### src/rtl/lsp_cb0_quant.sv
// Nearest-neighbour quantizer for LSP codebook 0: scans 16 entries, one per cycle, 17-cycle latency.
// Optional squared-error metric enabled by defining LSP_CB0_SQERR_EN; default reports absolute error.
module lsp_cb0_quant #(
    parameter int N = 32
) (
    input  logic         clk,
    input  logic         rst,
    input  logic         start,
    input  logic [N-1:0] target,
    output logic         busy,
    output logic         done,
    output logic [3:0]   index,
    output logic [63:0]  min_err
);

    typedef enum logic [1:0] {
        S_IDLE   = 2'd0,
        S_SEARCH = 2'd1,
        S_DONE   = 2'd2
    } state_t;

    state_t       r_state;
    state_t       w_next;
    logic [N-1:0] r_target;
    logic [3:0]   r_addr;
    logic [63:0]  r_best_err;
    logic [3:0]   r_best_idx;
    logic         r_busy;
    logic         r_done;
    logic [3:0]   r_index;
    logic [63:0]  r_min_err;

    logic         w_accept;
    logic         w_search;
    logic         w_finish;
    logic [N-1:0] w_cb;
    logic [N:0]   w_diff;
    logic [N:0]   w_absd;
    logic [63:0]  w_err;

    // Codebook entry k is (225 + 25*k) with zero fraction bits.
    assign w_cb   = N'((32'd225 + 32'd25 * 32'(r_addr)) << 16);
    assign w_diff = {r_target[N-1], r_target} - {w_cb[N-1], w_cb};
    assign w_absd = w_diff[N] ? (~w_diff + 1'b1) : w_diff;

`ifdef LSP_CB0_SQERR_EN
    assign w_err = 64'(w_absd) * 64'(w_absd);
`else
    assign w_err = 64'(w_absd);
`endif

    always_ff @(posedge clk or posedge rst) begin
        if (rst) r_state <= S_IDLE;
        else     r_state <= w_next;
    end

    always_comb begin
        w_next = r_state;
        case (r_state)
            S_IDLE:   if (start) w_next = S_SEARCH;
            S_SEARCH: if (r_addr == 4'd15) w_next = S_DONE;
            S_DONE:   w_next = S_IDLE;
            default:  w_next = S_IDLE;
        endcase
    end

    always_comb begin
        w_accept = 1'b0;
        w_search = 1'b0;
        w_finish = 1'b0;
        case (r_state)
            S_IDLE:   w_accept = start;
            S_SEARCH: w_search = 1'b1;
            S_DONE:   w_finish = 1'b1;
            default:  ;
        endcase
    end

    always_ff @(posedge clk or posedge rst) begin
        if (rst) begin
            r_target   <= '0;
            r_addr     <= '0;
            r_best_err <= '1;
            r_best_idx <= '0;
            r_busy     <= 1'b0;
            r_done     <= 1'b0;
            r_index    <= '0;
            r_min_err  <= '0;
        end else begin
            r_busy <= (r_state != S_IDLE);
            r_done <= w_finish;
            if (w_accept) begin
                r_target   <= target;
                r_addr     <= '0;
                r_best_err <= '1;
                r_best_idx <= '0;
            end
            // Strict compare keeps the lowest index on ties.
            if (w_search) begin
                if (w_err < r_best_err) begin
                    r_best_err <= w_err;
                    r_best_idx <= r_addr;
                end
                r_addr <= r_addr + 4'd1;
            end
            if (w_finish) begin
                r_index   <= r_best_idx;
                r_min_err <= r_best_err;
            end
        end
    end

    assign busy    = r_busy;
    assign done    = r_done;
    assign index   = r_index;
    assign min_err = r_min_err;

endmodule

### config.mk
export PLATFORM = sky130hd
export DESIGN_NAME = lsp_cb0_quant
export DESIGN_NICKNAME = d
export VERILOG_FILES = /design/src/rtl/lsp_cb0_quant.sv
export SDC_FILE = /design/constraint.sdc
export NUM_CORES = 1
export LEC_CHECK = 0
export CAP_MARGIN = 20
export CORE_MARGIN = 1
export CORE_UTILIZATION = 50
export DETAILED_ROUTE_END_ITERATION = 7
export GPL_TIMING_DRIVEN = 1
export PLACE_DENSITY = 0.79
export SETUP_SLACK_MARGIN = 0.3
export SLEW_MARGIN = 10
export SYNTH_ARGS = -nofsm -noshare
export SYNTH_HDL_FRONTEND = slang
export SYNTH_SLANG_ARGS = --single-unit
### constraint.sdc
create_clock -name clk -period 8.3 [get_ports clk]
set_clock_uncertainty 0.15 [all_clocks]
set_input_delay 2.075 -clock clk [delete_from_list [all_inputs] [get_ports clk]]
set_output_delay 2.075 -clock clk [all_outputs]
set_load 0.02 [all_outputs]
==> flow_metrics.tcl, run 1 <==
set metrics [dict create \
    grt_use_total_pct 22.0 \
    ys_seq_elements 176 \
    cp-end-kind "register" \
    die_h_um 138 \
    ys_types 66 \
    drc 0 \
    synthFlopType "dfrtp_1" \
    synth-edff-count 0 \
    synth_compound_area_share_pct 14.3 \
    ys_warn_count 0 \
    drt-vias-per-instance 5.49 \
    dieArea_um2 19000 \
    clock_latency_ps 440 \
    synthMuxAreaShare_pct 4.31 \
    yosys.area_share.simple_pct 16.0 \
    clock_sinks 176 \
    routed_wl_um 19500 \
    grt_first_pass_wirelength_um 32400 \
    grt_pass1_vias 6576 \
    clockBufferDepth 2 \
    r2r-end "r_best_err[26]" \
    gr-total-overflow 0 \
    critical_path_required_ps 8490 \
    place.gp.congestion 0.896 \
    slowest_stage "a21o_1" \
    timing.final.crit_share_pct 82.8 \
    synth_top_area_share_pct 30.4 \
    cts_resized 0 \
    synthesis.nets 1042 \
    cp.depth 25 \
    synth_xor_area_share_pct 4.64 \
    cts_hold_buf 0 \
    drive_gt1_share_pct 14.5 \
    area_growth_pct 20.2 \
    setup_viol 0 \
    dp_hpwl_um 13600 \
    startpoint_type "register" \
    fp-row-count 49 \
    syn_inst 949 \
    slew_headroom_pct 35.5 \
    num-fill-cells 1515 \
    yosys.area.top_type "dfrtp_1" \
    cp-startpoint "r_addr[2]" \
    synth_top_family_by_area "simple AND/OR/NAND/NOR gates" \
    tightestPinTransition_ps 968 \
    r2r_cells 25 \
    io_pins 105 \
    critPathTopFamily "compound AO/OA/AOI/OAI gates" \
    drv_cap 0 \
    crit_end "r_best_err[26]" \
    netlist_area_um2 9230 \
    cts_inserted_buffers 17 \
    drtIter0Drc 463 \
    grt_max_degree 118 \
    cpMostUsedCell "ha_1" \
    ant_nets 0 \
    critPathKind "reg2reg" \
    setup_tns_ps 0 \
    final_max_slew_viol_count 0 \
    path_buf_inv 3 \
    nNetsFinal 1128 \
    cpPeakStageDelay_ps 550 \
    multi_input_area_um2 4380 \
    core_um2 18000 \
    status "finished, final reports clean" \
    start_util_pct 51.2 \
    min_path_type "reg2reg" \
    rsz0062_at_grt "no" \
    cts_tree "yes" \
    wl_per_cell_um 15.3 \
    synth_fa_ha_area_share_pct 7.95 \
    antenna_found_initial 0 \
    seq_area_um2 4480 \
    cts-root-buf "clkbuf_16" \
    max_freq_ghz 0.146 \
    vias 7010 \
    path_max_fanout 54 \
    postCtsSetupBuffers 0 \
    diodes 0 \
    yosys-top-cells-area "dfrtp_1, dfstp_2, ha_1, nand2_1, mux2_2" \
    die_x_um 138 \
    clkTransAtPathRegs_ps 80 \
    arrival_ps 7060 \
    async_flop_share_pct 100 \
    firstDrtPassIters 5 \
    finalHoldViolCount 0 \
    r2r_slack_ps 1430 \
    synth_seq_area_share_pct 48.6 \
    fin_crit_ps 6870 \
    avgSynthCellArea_um2 9.72 \
    htreeDepth 4 \
    portBuffers 104 \
    r2r-start "r_addr[2]" \
]
-- sequential cells by signal, indices dropped and copies added, names as in the netlist --
register    flops
busy            1
done            1
index           4
min_err        64
r_addr          4
r_best_err     64
r_best_idx      4
r_state         2
r_target       32
-- cells in the final DEF (no fill, tap or decap), types with 3 or more instances in the layout --
cell / netlist / final
o2111ai_1: 3 / 3
a21o_1: 7 / 7
o31ai_1: 5 / 5
o21ai_0: 65 / 65
clkdlybuf4s50_1: 0 / 104
dfrtp_1: 112 / 112
o211ai_1: 3 / 3
buf_4: 2 / 3
inv_8: 0 / 3
or2_2: 4 / 4
nand3b_1: 3 / 3
clkbuf_16: 0 / 17
inv_1: 50 / 49
o21a_1: 44 / 44
o41ai_1: 4 / 4
nor3_1: 14 / 14
nand2b_1: 3 / 3
ha_1: 57 / 57
nand3_1: 8 / 8
and4_1: 3 / 3
nand4_1: 7 / 7
or3_1: 6 / 6
nor4_1: 13 / 13
a2111oi_0: 3 / 3
nor2b_1: 3 / 3
dfstp_2: 64 / 64
nor2_1: 67 / 65
a211oi_1: 3 / 3
xor2_1: 16 / 16
nand2_1: 179 / 178
a31oi_1: 3 / 3
a21oi_1: 49 / 49
mux2i_1: 6 / 6
xnor2_1: 31 / 31
and3_1: 3 / 3
clkinv_8: 0 / 4
inv_6: 0 / 7
and2_1: 5 / 5
mux2_2: 30 / 30
-- worst min-delay path by stage --
| stage | cells after the start | end | slack [ps] | start |
|---|---|---|---|---|
| after CTS | 2 | index[1] | 320 | r_best_idx[1] |
| after global placement | 2 | index[0] | 300 | r_best_idx[0] |
| final | 2 | index[1] | 320 | r_best_idx[1] |
| after detailed placement | 2 | index[1] | 300 | r_best_idx[1] |
| after global routing | 2 | index[1] | 340 | r_best_idx[1] |
| after floorplan | 2 | index[1] | 280 | r_best_idx[1] |
-- synthesized netlist by cell type (all sizes together) (2+ instances only) --
cell     count
mux2i        6
dfstp       64
a31oi        3
nand2      179
o2111ai      3
a21oi       49
and3b        2
ha          57
a2111oi      4
nor4        13
xnor2       31
xor2        17
o41ai        4
or2          4
o31ai        5
buf          9
nand3        8
nand3b       3
a21o         7
o211ai       3
o21a        44
and3         3
or3          9
nor3        15
a211oi       3
a22oi        2
clkbuf      34
o21ai       65
and4b        2
nor2        67
and2         6
a221oi       3
inv         51
o21bai       2
nand4        7
dfrtp      112
mux2        30
and4         3
nor2b        3
nand2b       3
-- cells by family after synthesis --
group,after synthesis
simple gates,330
compound gates,206
buf+inv,94
other cells,1
mux,36
flops,176
fa+ha+maj,58
xor+xnor,48
-- final cells by class --
class                           count  share of cell area (%)
Clock buffer                       17                    3.84
Tap cell                          229                    2.58
Clock inverter                     15                    1.70
Timing Repair Buffer              110                    10.2
Multi-Input combinational cell    679                    39.5
Sequential cell                   176                    40.4
Inverter                           51                    1.77
-- per-layer routing --
layer	part of all wire [%]	global-route usage [%]	up-vias
met5	0	0	-
li1	-	-	3432
met1	46	30.1	3393
met3	3.8	3.09	22
met2	48	35.7	163
met4	1.9	7.79	0
-- worst min-delay path, cell delays in order (launching register included) --
cell and delay [ps]:
dfrtp_1 340, nand2_1 50, nand2_1 50
-- metrics by stage --
stage	hold WS (ps)	utilization (%)	cells	cell area [um^2]	setup slack (ps)
6_report	321	61.5	1277	11100	1430
5_1_grt	345	61.5	1277	11100	840
3_3_place_gp	298	57.9	1243	10400	1440
3_5_place_dp	299	57.9	1243	10400	1240
2_1_floorplan	281	-	949	9230	1410
4_1_cts	320	61.3	1275	11000	1150
Power of run 1 is not shown: default switching activity piles up to over one toggle a cycle in this logic, so the estimate is an artifact.
==> run 2, diff against run 1 <==
==> constraint.sdc (replaced) <==
create_clock -name clk -period 6.6 [get_ports clk]
set_clock_uncertainty 0.15 [all_clocks]
set_input_delay 1.65 -clock clk [delete_from_list [all_inputs] [get_ports clk]]
set_output_delay 1.65 -clock clk [all_outputs]
set_load 0.02 [all_outputs]
==> flow_metrics.tcl, run 2 (same netlist as run 1, synthesis figures left out) <==
set metrics [dict create \
    status "finished, final reports clean" \
    grt_pass1_vias 6844 \
    portBuffers 104 \
    core_um2 18000 \
    min_path_type "reg2reg" \
    final_common_cell "nand2_1" \
    place.gp.congestion 0.873 \
    drt-vias-per-instance 5.50 \
    gr-total-overflow 0 \
    rsz0062_at_grt "yes" \
    r2r_cells 25 \
    cts_tree "yes" \
    slew_headroom_pct 34.9 \
    hold-path-cell-count 2 \
    arrival_ps 6260 \
    fp-row-count 49 \
    drtIter0Drc 426 \
    die_x_um 138 \
    path_max_fanout 18 \
    clockBufferDepth 2 \
    max_freq_ghz 0.165 \
    final_cell_mix "nand2_1, dfrtp_1, clkdlybuf4s50_1, nor2_1" \
    dieArea_um2 19000 \
    cts_inserted_buffers 17 \
    drv_cap 0 \
    antenna_found_initial 0 \
    dp_cells 1253 \
    final_max_slew_viol_count 0 \
    ant_nets 0 \
    routed_wl_um 19500 \
    finalHoldViolCount 0 \
    io_pins 105 \
    startpoint_type "register" \
    drive_gt1_share_pct 16.0 \
    fin_crit_ps 6070 \
    grt_use_total_pct 22.0 \
    clkTransAtPathRegs_ps 70 \
    start_util_pct 51.2 \
    nNetsFinal 1143 \
    cp-end-kind "register" \
    htreeDepth 4 \
    vias 7105 \
    wl_per_cell_um 15.1 \
    r2r-start "r_addr[1]" \
    min-delay-start "min_err[50]" \
    critical_path_required_ps 6790 \
    drc 0 \
    grt_first_pass_wirelength_um 32600 \
    diodes 0 \
    dp_hpwl_um 13600 \
    grt_max_degree 177 \
    place_area_um2 10500 \
    clock_sinks 176 \
    timing.final.crit_share_pct 91.9 \
    critPathKind "reg2reg" \
    area_growth_pct 21.4 \
    setup_tns_ps 0 \
    cts-root-buf "clkbuf_16" \
    cp-startpoint "r_addr[1]" \
    firstDrtPassIters 6 \
    tightestPinTransition_ps 976 \
    fin_area_um2 11200 \
    die_h_um 138 \
    setup_viol 0 \
    layoutNonFillerInstCount 1292 \
    cts_hold_buf 0 \
    clock_latency_ps 430 \
]
[run 2: changes by cell type in the layout (fill, tap and decap cells not counted), sizes merged]
cell | before | now
clkbuf | 17 | 19
buf | 6 | 21
clkinvlp | 1 | 2
inv | 60 | 57
[run 2: what timing repair did]
item | 4_1_cts | 5_1_grt
pin swaps | 1 | 3
hold endpoints to repair | 0 | 0
gates resized for setup | 2 | 7
setup endpoints to repair | 26 | 41
buffers inserted | 2 | 5
[run 2: path summary, 6_finish.rpt]
| check | end | slack, ps |
|---|---|---|
| worst max register to register | r_best_err[28] | 530 |
| worst min-delay path | min_err[50] | 320 |
| max in group asynchronous | min_err[17] | 3930 |
| min in group asynchronous | r_target[28] | 1660 |
| worst min register to register | min_err[50] | 320 |
| worst max-delay path | r_best_err[28] | 530 |
[run 2: per-stage QoR]
step / hold WS, ps / setup slack [ps] / util, %
floorplan: 281 / 655 / -
global placement: 309 / 385 / 58.4
detailed placement: 312 / 194 / 58.4
CTS: 330 / 337 / 61.8
global route: 349 / 208 / 62.1
finish: 323 / 532 / 62.1
[run 2: final cells by class]
class	instances	area (um^2)
inverter	51	195
clock inverter	13	149
timing repair buffer	125	1240
tap	229	287
fill	1465	6820
multi-input combinational	679	4420
sequential	176	4480
clock buffer	19	433
[run 2: per-layer routing]
| layer | vias up | wire length (um) | global-route usage, % |
|---|---|---|---|
| met5 | - | 0 | 0 |
| met4 | 0 | 350 | 6.58 |
| met3 | 26 | 739 | 4.08 |
| met2 | 173 | 9480 | 36.3 |
| met1 | 3440 | 8960 | 29.3 |
| li1 | 3466 | - | - |
[run 2: worst max-delay path, stage by stage, from the launching register on]
cell	delay (ps)
dfrtp_1	440
ha_1	320
ha_1	280
ha_1	340
a31o_2	260
a21o_1	180
a21oi_1	160
xnor2_1	150
ha_2	350
o21a_1	200
nand2_1	80
o211a_1	210
a21oi_1	80
buf_4	220
a21oi_1	160
xor2_1	230
ha_1	290
a21o_1	180
a21o_1	170
a221oi_1	330
o21ai_1	160
a21oi_2	230
nor2_4	100
buf_4	190
a2111oi_1	370
nor3_1	100
Power of run 2 is left out for the same reason.
==> run 3, diff against run 2 <==
--- a/config.mk
+++ b/config.mk
@@ -5,7 +5,8 @@
 export SDC_FILE = /design/constraint.sdc
 export NUM_CORES = 1
 export LEC_CHECK = 0
-export CAP_MARGIN = 20
+export ABC_AREA = 1
+export CAP_MARGIN = 15
 export CORE_MARGIN = 1
 export CORE_UTILIZATION = 50
 export DETAILED_ROUTE_END_ITERATION = 7
==> constraint.sdc (replaced) <==
create_clock -name clk -period 7.7 [get_ports clk]
set_clock_uncertainty 0.15 [all_clocks]
set_input_delay 1.925 -clock clk [delete_from_list [all_inputs] [get_ports clk]]
set_output_delay 1.925 -clock clk [all_outputs]
set_load 0.02 [all_outputs]
==> flow_metrics.tcl, run 3 <==
set metrics [dict create \
    ys_warn_count 0 \
    grt_first_pass_wirelength_um 33800 \
    cts-root-buf "clkbuf_16" \
    timing.final.crit_share_pct 84.0 \
    die_x_um 140 \
    slowest_stage "nand2_4" \
    yosysMostFrequentCell "nand2_1" \
    diodes 0 \
    grt_use_total_pct 21.4 \
    htreeDepth 4 \
    wl_per_cell_um 12.9 \
    min-delay-start "min_err[61]" \
    seq_area_um2 4480 \
    min_path_type "reg2reg" \
    firstDrtPassIters 8 \
    final_cell_mix "nand2_1, inv_1, dfrtp_1, clkdlybuf4s50_1, o21ai_0" \
    tightestPinTransition_ps 1010 \
    drtIter0Drc 505 \
    cpMostUsedCell "nand2_1" \
    hold_end "min_err[61]" \
    cts_tree "yes" \
    place.gp.congestion 0.879 \
    hold-path-cell-count 2 \
    grt_pass1_vias 7166 \
    arrival_ps 6680 \
    async_flop_share_pct 100 \
    yosys-top-cells-area "dfrtp_1, dfstp_2, nand2_1, ha_1, inv_1" \
    drv_cap 0 \
    drive_gt1_share_pct 11.7 \
    synth-edff-count 0 \
    nNetsFinal 1356 \
    startpoint_type "register" \
    wl_met1_um 9380 \
    r2r_slack_ps 1230 \
    synthFlopType "dfrtp_1" \
    cts_hold_buf 0 \
    cp-end-kind "register" \
    synth.cells.most_frequent "nand2_1, inv_1, dfrtp_1, o21ai_0, dfstp_2" \
    fin_crit_ps 6470 \
    final_max_slew_viol_count 0 \
    synth_seq_area_share_pct 47.1 \
    grt_max_degree 119 \
    r2r-start "r_addr[2]" \
    rsz0062_at_grt "no" \
    finalHoldViolCount 0 \
    top_layer "met4" \
    drt-vias-per-instance 5.02 \
    clock_latency_ps 430 \
    cp-startpoint "r_addr[2]" \
    synth_top_area_share_pct 29.4 \
    ant_nets 0 \
    setup_viol 0 \
    routed_wl_um 19400 \
    clkTransAtPathRegs_ps 70 \
    setup_tns_ps 0 \
    slew_headroom_pct 33.0 \
    r2r-end "r_best_err[1]" \
    dr_wl_met2_um 8870 \
    dp_hpwl_um 14200 \
    cpPeakStageDelay_ps 510 \
    multi_input_area_um2 4190 \
    vias 7578 \
    avgSynthCellArea_um2 8.09 \
    dieArea_um2 19600 \
    die_h_um 140 \
    clock_sinks 176 \
    critical_path_required_ps 7910 \
    ys_types 48 \
    synthesis.nets 1269 \
    io_pins 105 \
    netlist_area_um2 9520 \
    start_util_pct 50.9 \
    path_max_fanout 65 \
    ys_seq_elements 176 \
    gr-total-overflow 0 \
    fp-row-count 50 \
    num-fill-cells 1644 \
    portBuffers 104 \
    final_common_cell "nand2_1" \
    yosys.area.top_type "dfrtp_1" \
    clockBufferDepth 2 \
    area_growth_pct 18.6 \
    drc 0 \
    critPathKind "reg2reg" \
    cts_inserted_buffers 17 \
    max_freq_ghz 0.155 \
    status "finished, final reports clean" \
    syn_inst 1176 \
    antenna_found_initial 0 \
    wl_met3_um 837 \
    r2r_cells 34 \
    core_um2 18700 \
]
run 3: cell count changes in the layout (fill, tap and decap cells not counted), sizes merged, moves of 29 or more:
cell / previous run / this run
inv: 57 / 180
nand2: 179 / 364
nand3: 8 / 39
xnor2: 31 / 2
o21ai: 65 / 133
mux2: 30 / 0
o21a: 44 / 0
run 3: kinds of logic (layout without fill, tap and decap cells):
kind of cell / Yosys count / after routing / synth area share (%)
XOR/XNOR: 33 / 33 / 3.19
adder cells (fa/ha/maj): 58 / 58 / 7.70
AO/OA/AOI/OAI: 197 / 197 / 10.8
other: 1 / 1 / 0.0394
buffers and inverters: 213 / 313 / 9.06
AND/OR/NAND/NOR: 498 / 498 / 22.1
flip-flops: 176 / 176 / 47.1
run 3: how the worst max path moves through the flow:
stage,slack [ps],depth (start not counted),to
floorplan,960,1,busy
global placement,1190,33,r_best_err[32]
detailed placement,990,34,r_best_err[30]
CTS,900,34,r_best_err[1]
global route,590,34,r_best_err[1]
finish,1230,34,r_best_err[1]
run 3: final cells by class:
class | instances | share of cell area (%)
multi-input cells | 787 | 37.1
repair buffers | 109 | 9.56
well taps | 234 | 2.59
inverters | 172 | 5.78
flip-flops and latches | 176 | 39.7
clock buffers | 17 | 3.77
clock inverters | 15 | 1.49
run 3: repair_timing:
action,4_1_cts,5_1_grt
endpoints found under the hold margin,0,0
resized for setup,0,1
setup endpoints to repair,0,9
setup buffers,0,0
run 3: routing by layer:
metal,global-route usage [%],vias to the layer above
met5,0,-
met4,7.40,0
met3,3.04,26
met2,34.9,200
met1,29.4,3472
li1,-,3880
run 3: worst max-delay path, delay by kind of cell, from the launching register on:
family	cells	cell delay, ps
compound gates	5	900
xor+xnor	2	400
fa+ha+maj	5	1530
buf+inv	5	520
flops	1	500
simple gates	17	2360
run 3: stage by stage:
stage	hold WS (ps)	util, %	cells	area [um^2]	setup WS, ps
6_report	334	60.3	1510	11300	1230
5_1_grt	347	60.3	1510	11300	590
4_1_cts	339	60.3	1510	11300	895
3_5_place_dp	322	57.1	1478	10700	987
3_3_place_gp	315	57.1	1478	10700	1190
2_1_floorplan	296	-	1176	9520	957
Power of run 3 is left out for the same reason.
